**src/rtl/uart_bus_master.sv**
```systemverilog
// Register-bus initiator for the UART peripheral: programs baud/enable, then paces TX bytes
// from a FIFO one frame apart and polls RX_DATA. Optional macro: UART_MASTER_RX_DEDUP_EN.
module uart_bus_master #(
    parameter int unsigned BAUD_DIV      = 868,
    parameter int unsigned FRAME_CYCLES  = 8680,
    parameter int unsigned POLL_INTERVAL = 1024,
    parameter int unsigned FIFO_DEPTH    = 16
) (
    input  logic        clk,
    input  logic        rst,
    input  logic [7:0]  tx_byte,
    input  logic        tx_valid,
    output logic        tx_ready,
    output logic [7:0]  rx_byte,
    output logic        rx_valid,
    output logic        busy,
    output logic [1:0]  address,
    output logic [31:0] write_data,
    output logic        we,
    output logic        re,
    input  logic [7:0]  read_data
);

    localparam int unsigned PtrW  = $clog2(FIFO_DEPTH);
    localparam int unsigned CntW  = PtrW + 1;
    localparam int unsigned GapW  = $clog2(FRAME_CYCLES);
    localparam int unsigned PollW = $clog2(POLL_INTERVAL);

    localparam logic [2:0] StInitBaud = 3'd0;
    localparam logic [2:0] StInitEn   = 3'd1;
    localparam logic [2:0] StIdle     = 3'd2;
    localparam logic [2:0] StWrTx     = 3'd3;
    localparam logic [2:0] StRdReq    = 3'd4;
    localparam logic [2:0] StRdCap    = 3'd5;

    localparam logic [1:0] AddrBaud = 2'd0;
    localparam logic [1:0] AddrEn   = 2'd1;
    localparam logic [1:0] AddrTx   = 2'd2;
    localparam logic [1:0] AddrRx   = 2'd3;

    logic [2:0]       state_q, state_d;
    logic [7:0]       mem_q [FIFO_DEPTH];
    logic [PtrW-1:0]  wr_ptr_q, wr_ptr_d;
    logic [PtrW-1:0]  rd_ptr_q, rd_ptr_d;
    logic [CntW-1:0]  count_q, count_d;
    logic [GapW-1:0]  gap_q, gap_d;
    logic [PollW-1:0] poll_q, poll_d;
    logic             pend_q, pend_d;
    logic [7:0]       prev_rx_q, prev_rx_d;
    logic [1:0]       address_q, address_d;
    logic [31:0]      write_data_q, write_data_d;
    logic             we_q, we_d;
    logic             re_q, re_d;
    logic [7:0]       rx_byte_q, rx_byte_d;
    logic             rx_valid_q, rx_valid_d;
    logic             tx_ready_q, tx_ready_d;
    logic             busy_q, busy_d;

    logic       push;
    logic       pop;
    logic       poll_clr;
    logic       gap_load;
    logic       in_init;
    logic       fifo_empty;
    logic       poll_wrap;
    logic [7:0] head;

    assign push       = tx_valid && tx_ready_q;
    assign in_init    = (state_q == StInitBaud) || (state_q == StInitEn);
    assign fifo_empty = (count_q == '0);
    assign head       = mem_q[rd_ptr_q];
    assign poll_wrap  = !in_init && (poll_q == PollW'(POLL_INTERVAL - 1));

    // Strobes are registered, so each decision here shows on the bus in the following cycle.
    always_comb begin
        state_d      = state_q;
        address_d    = address_q;
        write_data_d = write_data_q;
        we_d         = 1'b0;
        re_d         = 1'b0;
        rx_byte_d    = rx_byte_q;
        rx_valid_d   = 1'b0;
        prev_rx_d    = prev_rx_q;
        pop          = 1'b0;
        poll_clr     = 1'b0;
        gap_load     = 1'b0;
        case (state_q)
            StInitBaud: begin
                address_d    = AddrBaud;
                write_data_d = 32'(BAUD_DIV);
                we_d         = 1'b1;
                state_d      = StInitEn;
            end
            StInitEn: begin
                address_d    = AddrEn;
                write_data_d = 32'd1;
                we_d         = 1'b1;
                state_d      = StIdle;
            end
            StIdle: begin
                if (pend_q) begin
                    address_d = AddrRx;
                    re_d      = 1'b1;
                    poll_clr  = 1'b1;
                    state_d   = StRdReq;
                end else if (!fifo_empty && (gap_q == '0)) begin
                    address_d    = AddrTx;
                    write_data_d = {24'b0, head};
                    we_d         = 1'b1;
                    pop          = 1'b1;
                    gap_load     = 1'b1;
                    state_d      = StWrTx;
                end
            end
            StWrTx: begin
                state_d = StIdle;
            end
            StRdReq: begin
                // read_data becomes valid while in this state's successor
                state_d = StRdCap;
            end
            StRdCap: begin
                rx_byte_d = read_data;
`ifdef UART_MASTER_RX_DEDUP_EN
                rx_valid_d = (read_data != prev_rx_q);
`else
                rx_valid_d = 1'b1;
`endif
                prev_rx_d = read_data;
                state_d   = StIdle;
            end
            default: begin
                state_d = StInitBaud;
            end
        endcase
    end

    always_comb begin
        wr_ptr_d = push ? wr_ptr_q + PtrW'(1) : wr_ptr_q;
        rd_ptr_d = pop ? rd_ptr_q + PtrW'(1) : rd_ptr_q;
        count_d  = count_q + CntW'(push) - CntW'(pop);

        if (gap_load) begin
            gap_d = GapW'(FRAME_CYCLES - 1);
        end else if (gap_q != '0) begin
            gap_d = gap_q - GapW'(1);
        end else begin
            gap_d = gap_q;
        end

        if (in_init || poll_wrap) begin
            poll_d = '0;
        end else begin
            poll_d = poll_q + PollW'(1);
        end

        // A wrap landing while a poll is still pending is simply absorbed.
        if (poll_clr) begin
            pend_d = 1'b0;
        end else if (poll_wrap) begin
            pend_d = 1'b1;
        end else begin
            pend_d = pend_q;
        end

        tx_ready_d = (count_d != CntW'(FIFO_DEPTH));
        busy_d     = in_init || !fifo_empty || (gap_q != '0);
    end

    always_ff @(posedge clk) begin
        if (push) begin
            mem_q[wr_ptr_q] <= tx_byte;
        end
    end

    always_ff @(posedge clk) begin
        if (rst) begin
            state_q      <= StInitBaud;
            wr_ptr_q     <= '0;
            rd_ptr_q     <= '0;
            count_q      <= '0;
            gap_q        <= '0;
            poll_q       <= '0;
            pend_q       <= 1'b0;
            prev_rx_q    <= 8'd0;
            address_q    <= 2'd0;
            write_data_q <= 32'd0;
            we_q         <= 1'b0;
            re_q         <= 1'b0;
            rx_byte_q    <= 8'd0;
            rx_valid_q   <= 1'b0;
            tx_ready_q   <= 1'b0;
            busy_q       <= 1'b1;
        end else begin
            state_q      <= state_d;
            wr_ptr_q     <= wr_ptr_d;
            rd_ptr_q     <= rd_ptr_d;
            count_q      <= count_d;
            gap_q        <= gap_d;
            poll_q       <= poll_d;
            pend_q       <= pend_d;
            prev_rx_q    <= prev_rx_d;
            address_q    <= address_d;
            write_data_q <= write_data_d;
            we_q         <= we_d;
            re_q         <= re_d;
            rx_byte_q    <= rx_byte_d;
            rx_valid_q   <= rx_valid_d;
            tx_ready_q   <= tx_ready_d;
            busy_q       <= busy_d;
        end
    end

    assign tx_ready   = tx_ready_q;
    assign rx_byte    = rx_byte_q;
    assign rx_valid   = rx_valid_q;
    assign busy       = busy_q;
    assign address    = address_q;
    assign write_data = write_data_q;
    assign we         = we_q;
    assign re         = re_q;

    we_re_exclusive: assert property (@(posedge clk) disable iff (rst) !(we_q && re_q));

endmodule

```
**config.mk**
```make
export PLATFORM = sky130hd
export DESIGN_NAME = uart_bus_master
export DESIGN_NICKNAME = d
export VERILOG_FILES = /design/src/rtl/uart_bus_master.sv
export SDC_FILE = /design/constraint.sdc
export NUM_CORES = 1
export LEC_CHECK = 0
export CAP_MARGIN = 10
export CORE_ASPECT_RATIO = 0.9
export CORE_MARGIN = 2
export CORE_UTILIZATION = 50
export CTS_CLUSTER_DIAMETER = 100
export DETAILED_ROUTE_END_ITERATION = 10
export PLACE_DENSITY = 0.67
export SETUP_SLACK_MARGIN = 0.15
export SYNTH_ARGS = -nofsm -noshare
export SYNTH_HDL_FRONTEND = slang
export SYNTH_SLANG_ARGS = --single-unit
export TNS_END_PERCENT = 1
```
**constraint.sdc**
```tcl
create_clock -name clk -period 8.89 [get_ports clk]
set_clock_uncertainty 0.05 [all_clocks]
set_input_delay 1.3335 -clock clk [delete_from_list [all_inputs] [get_ports clk]]
set_output_delay 1.3335 -clock clk [all_outputs]
set_load 0.02 [all_outputs]
```
# After elaboration in Yosys (flattened, before gate mapping)
# Memory sizes are Yosys's and may differ from the RTL's. A register that Yosys moved wholly into a read port is not among the register bits.
# Cells that the tools add are included.
# op_classes
eq_ne	10
n_mux	22
addsub	6
n_reduce_logical	22
# op_table
cell	count
case mux 32 bit (3 select lines)	1
2-to-1 mux 32 bit	2
2-to-1 mux 14 bit	2
zero test 14 bit	1
nonzero test 14 bit	1
subtractor 14 x 1 -> 14 bit, second input constant	1
case mux 3 bit (4 select lines)	1
adder 10 x 1 -> 10 bit, second input constant	1
equality test 10 bit, second input constant	1
adder 4 x 1 -> 4 bit, second input constant	2
2-to-1 mux 1 bit	8
2-to-1 mux 4 bit	2
OR reduction 2 bit	4
equality test 3 x 2 -> 1 bit, second input constant	2
equality test 3 bit, second input constant	2
2-to-1 mux 3 bit	2
case mux 2 bit (3 select lines)	1
adder 5 x 1 -> 5 bit	1
zero test 5 bit	1
inequality test 5 bit, second input constant	1
subtractor 5 x 1 -> 5 bit	1
logical OR 1 bit	4
2-to-1 mux 2 bit	2
inequality test 2 bit, second input constant	2
other kinds (11)	14
# totals
ram_bits	128
input_bits	19
ff_bits	88
mem_count	1
out_inout_bits	47
# mem_list
name	depth	width	read_ports	rd_ports_with_merged_regs	write_ports	line_no	rtl
mem_q	16	8	1	1	1	42	logic [7:0] mem_q [FIFO_DEPTH];

# Depth between registers and ports, before layout
# depth
ltp_word	8
ltp_mapped	17
depth_no_buf	16

# Least setup slack after synthesis
# Ideal clock, no wire load.
# synth_timing
path_type	input to register
from	input tx_valid
to	register tx_ready_q (netlist: tx_ready)
path_buffers	1
path_stages	13
t_arrival_ns	3.164
setup_slack_ns	5.538
path_cell_list	and2_1 clkbuf_1 inv_1 ha_1 inv_1 ha_1 inv_1 fa_1 inv_1 a21oi_1 o21bai_1 xnor2_1 a41oi_1
# synth_via
elab_chain_len	4
# synth_rtl
element	line_no	rtl
start, declared	12	input logic tx_valid,
logical AND 1 bit	68	assign push = tx_valid && tx_ready_q;
adder 5 x 1 -> 5 bit	141	count_d = count_q + CntW'(push) - CntW'(pop);
subtractor 5 x 1 -> 5 bit	141	
inequality test 5 bit	166	tx_ready_d = (count_d != CntW'(FIFO_DEPTH));
end signal, assigned	209	tx_ready_q <= tx_ready_d;
end, declared	56	logic tx_ready_q, tx_ready_d;
# Every way passes these cells.
# A chain may end at the register's enable or synchronous reset.

# Worst setup path in the final report
# layout_timing
from	register state_q[1]
to	register tx_ready_q (netlist: tx_ready)
# layout_via
elab_chain_len	4
# layout_rtl
element	line_no	rtl
start, declared	41	logic [2:0] state_q, state_d;
start signal, assigned	178	state_q <= StInitBaud;
start signal, assigned	195	state_q <= state_d;
equality test 3 x 2 -> 1 bit	87	case (state_q)
2-to-1 mux 1 bit	87	
subtractor 5 x 1 -> 5 bit	141	
inequality test 5 bit	166	
# Every way passes these cells.

==> results.yml <==
final_layout:
  drive_gt1_share_pct: 14.0
  diodes: 0
  final_nets: 628
  syn_to_final_growth_pct: 13.9
logic_synthesis:
  post-synth-top-area-cell: "edfxtp_1"
  ys_async_sr_fraction_pct: 0
  synth_area_leaders: "edfxtp_1, dfxtp_1, mux4_2"
  syn_inst: 557
  synth_top_area_share_pct: 47.7
  netlist-cell-type-count: 55
  ys.flop_type: "edfxtp_1"
  syn_area_per_cell_um2: 14.5
  synth_most_common_cell: "edfxtp_1"
  yosysWarnings: 0
  syn_area_mm2: 0.00805
  ys_seq_area_share_pct: 64.9
  synth_edf_count: 128
  synth_commonest_cells: "edfxtp_1, dfxtp_1, nor2_1"
  synth_seq_cells: 197
drt:
  wl_mm: 15.8
  routed_via_density: 5.65
  ant_nets: 0
  drtIter0Drc: 358
  num_vias: 4574
  drc: 0
  wire_per_inst_um: 19.5
  firstDrtPassIters: 4
timing:
  fin_crit_ns: 4.41
  rsz0062_at_grt: "no"
  timing.final.max_slew_violations: 0
  finalSetupViolations: 0
  fmax_ghz: 0.227
  finalHoldViolations: 0
  worstMarginPinSlew_ns: 1.18
  setup_tns_ns: 0
  slew_headroom_pct: 21.3
  period_share_pct: 49.6
  worst_hold_slack_ns: 0.445
place:
  hpwl_mm: 10.2
  globalplace.congestion: 0.850
  io_buffers: 43
power:
  powerDensity_mw_per_mm2: 251
  peakVddDrop_v: 0.000189
  p_leak_nw: 3.05
  totalPowerFinal_mw: 2.30
grt:
  grt_usage_pct: 19.3
  gr-total-overflow: 0
  grt_first_pass_wirelength_mm: 24.5
  grt_pass1_vias: 4473
  grt_start_max_net_pins: 61
  antenna_found_initial: 0
floorplanning:
  core_area_mm2: 0.0156
  rows: 43
  die_h_um: 124
  start_util_pct: 51.6
  die-area_mm2: 0.0171
  ioPinCount: 66
  die_x_um: 138
clocking:
  cts_resized: 0
  cts_hold_buf: 0
  post_cts.repair.setup_buffers: 0
  cts-root-buf: "clkbuf_16"
  cts_tree: "done"
  htreeDepth: 4
  cts.clk_slew.worst_paths_ns: 0.07
  numCtsBuffers: 17
  cts_sinks: 197
  insertion_delay_ns: 0.43
  clockBufferDepth: 2
hold_path:
  hold_path_class: "flip-flop to flip-flop"
  hold_path_depth: 2
worst_setup_path:
  r2r_cells: 14
  worst-path-max-fanout: 22
  setup.worst_path.end_class: "flip-flop"
  crit_required_ns: 9.12
  setup.worst_path.class: "flip-flop to flip-flop"
  arrival_ns: 4.64
  start_kind: "flip-flop"
outcome:
  outcome: "complete, no violations"
flow_run:
  max-cap-violations: 0
-- critical path, cell delays in order (launching register included) --
cell and delay [ns]:
dfxtp_1 0.53, or3b_2 0.53, nor3_1 0.28, nand3_1 0.62
inv_1 0.66, ha_1 0.33, inv_1 0.06, ha_1 0.15
inv_1 0.06, fa_1 0.40, inv_1 0.08, a21oi_1 0.06
o21bai_1 0.15, xnor2_1 0.15, a41oi_1 0.14
-- layout make-up --
| class | instances | area (µm²) |
|---|---|---|
| clock buffers | 18 | 429 |
| multi-input cells | 309 | 2530 |
| fillers | 1222 | 6440 |
| repair buffers | 50 | 478 |
| flip-flops and latches | 197 | 5230 |
| clock inverters | 14 | 174 |
| well taps | 202 | 253 |
| inverters | 19 | 71.3 |
-- power breakdown --
| part | switching [mW] | internal, mW |
|---|---|---|
| clock network | 0.336 | 0.447 |
| logic | 0.247 | 0.191 |
| registers | 0.0473 | 1.03 |
| total | 0.630 | 1.67 |
-- metal layers --
| layer | part of all wire (%) | global-route usage (%) | up-vias | routed length [µm] |
|---|---|---|---|---|
| met2 | 49 | 30.0 | 119 | 7740 |
| li1 | - | - | 2124 | - |
| met3 | 4.6 | 4.60 | 15 | 727 |
| met5 | 0 | 0 | - | 0 |
| met1 | 45 | 27.1 | 2316 | 7060 |
| met4 | 1.5 | 5.88 | 0 | 238 |
-- through the flow --
| stage | std cells | setup WS, ns | util, % | cell area [µm²] |
|---|---|---|---|---|
| after global routing | 809 | 4.12 | 58.7 | 9170 |
| after global placement | 777 | 4.71 | 54.9 | 8560 |
| after detailed placement | 777 | 4.54 | 54.9 | 8560 |
| final | 809 | 4.48 | 58.7 | 9170 |
| after CTS | 809 | 4.50 | 58.7 | 9170 |
| after floorplan | 578 | 5.54 | - | 8130 |
-- final timing paths --
path         slack (ns)                      from             endpoint
max reg2reg        4.48   state_q[1]$_SDFFE_PP0P_  tx_ready$_SDFF_PP0_
min reg2reg        0.45  rd_ptr_q[3]$_SDFFE_PP0P_            flip-flop
max                4.48   state_q[1]$_SDFFE_PP0P_  tx_ready$_SDFF_PP0_
min                0.45  rd_ptr_q[3]$_SDFFE_PP0P_            flip-flop
-- flip-flops by register name, summed over array words and instances (netlist names), named ones only --
signal / count
poll_q: 10
mem_q: 128
pend_q: 1
we: 1
count_q: 5
busy: 1
rx_valid: 1
tx_ready: 1
rd_ptr_q: 4
re: 1
rx_byte: 8
state_q: 3
gap_q: 14
wr_ptr_q: 4
write_data: 9
address: 2
-- kinds of logic after synthesis --
group | after synthesis | synth area share, %
AO/OA/AOI/OAI | 65 | 5.60
XOR/XNOR | 22 | 2.39
adder cells (fa/ha/maj) | 15 | 2.42
buffers and inverters | 72 | 4.58
flip-flops | 197 | 64.9
multiplexers | 55 | 11.9
other | 1 | 0.0466
AND/OR/NAND/NOR | 130 | 8.19
-- cells in the final DEF, fill, tap and decap left out, types with 7 or more instances in the layout --
cell | Yosys | routed
nor2b_1 | 7 | 7
xor2_1 | 9 | 9
ha_1 | 14 | 14
conb_1 | 1 | 22
dfxtp_1 | 69 | 68
mux4_2 | 32 | 32
nand2_1 | 14 | 14
mux2i_1 | 20 | 20
edfxtp_1 | 128 | 128
a21oi_1 | 19 | 19
a2111oi_0 | 7 | 7
nor3_1 | 18 | 18
a211oi_1 | 10 | 10
nor2_1 | 50 | 50
buf_4 | 26 | 7
clkdlybuf4s50_1 | 0 | 42
xnor2_1 | 13 | 13
inv_1 | 19 | 19
nand3_1 | 7 | 7
clkbuf_16 | 0 | 17
Power figures use the tool's default switching activity.
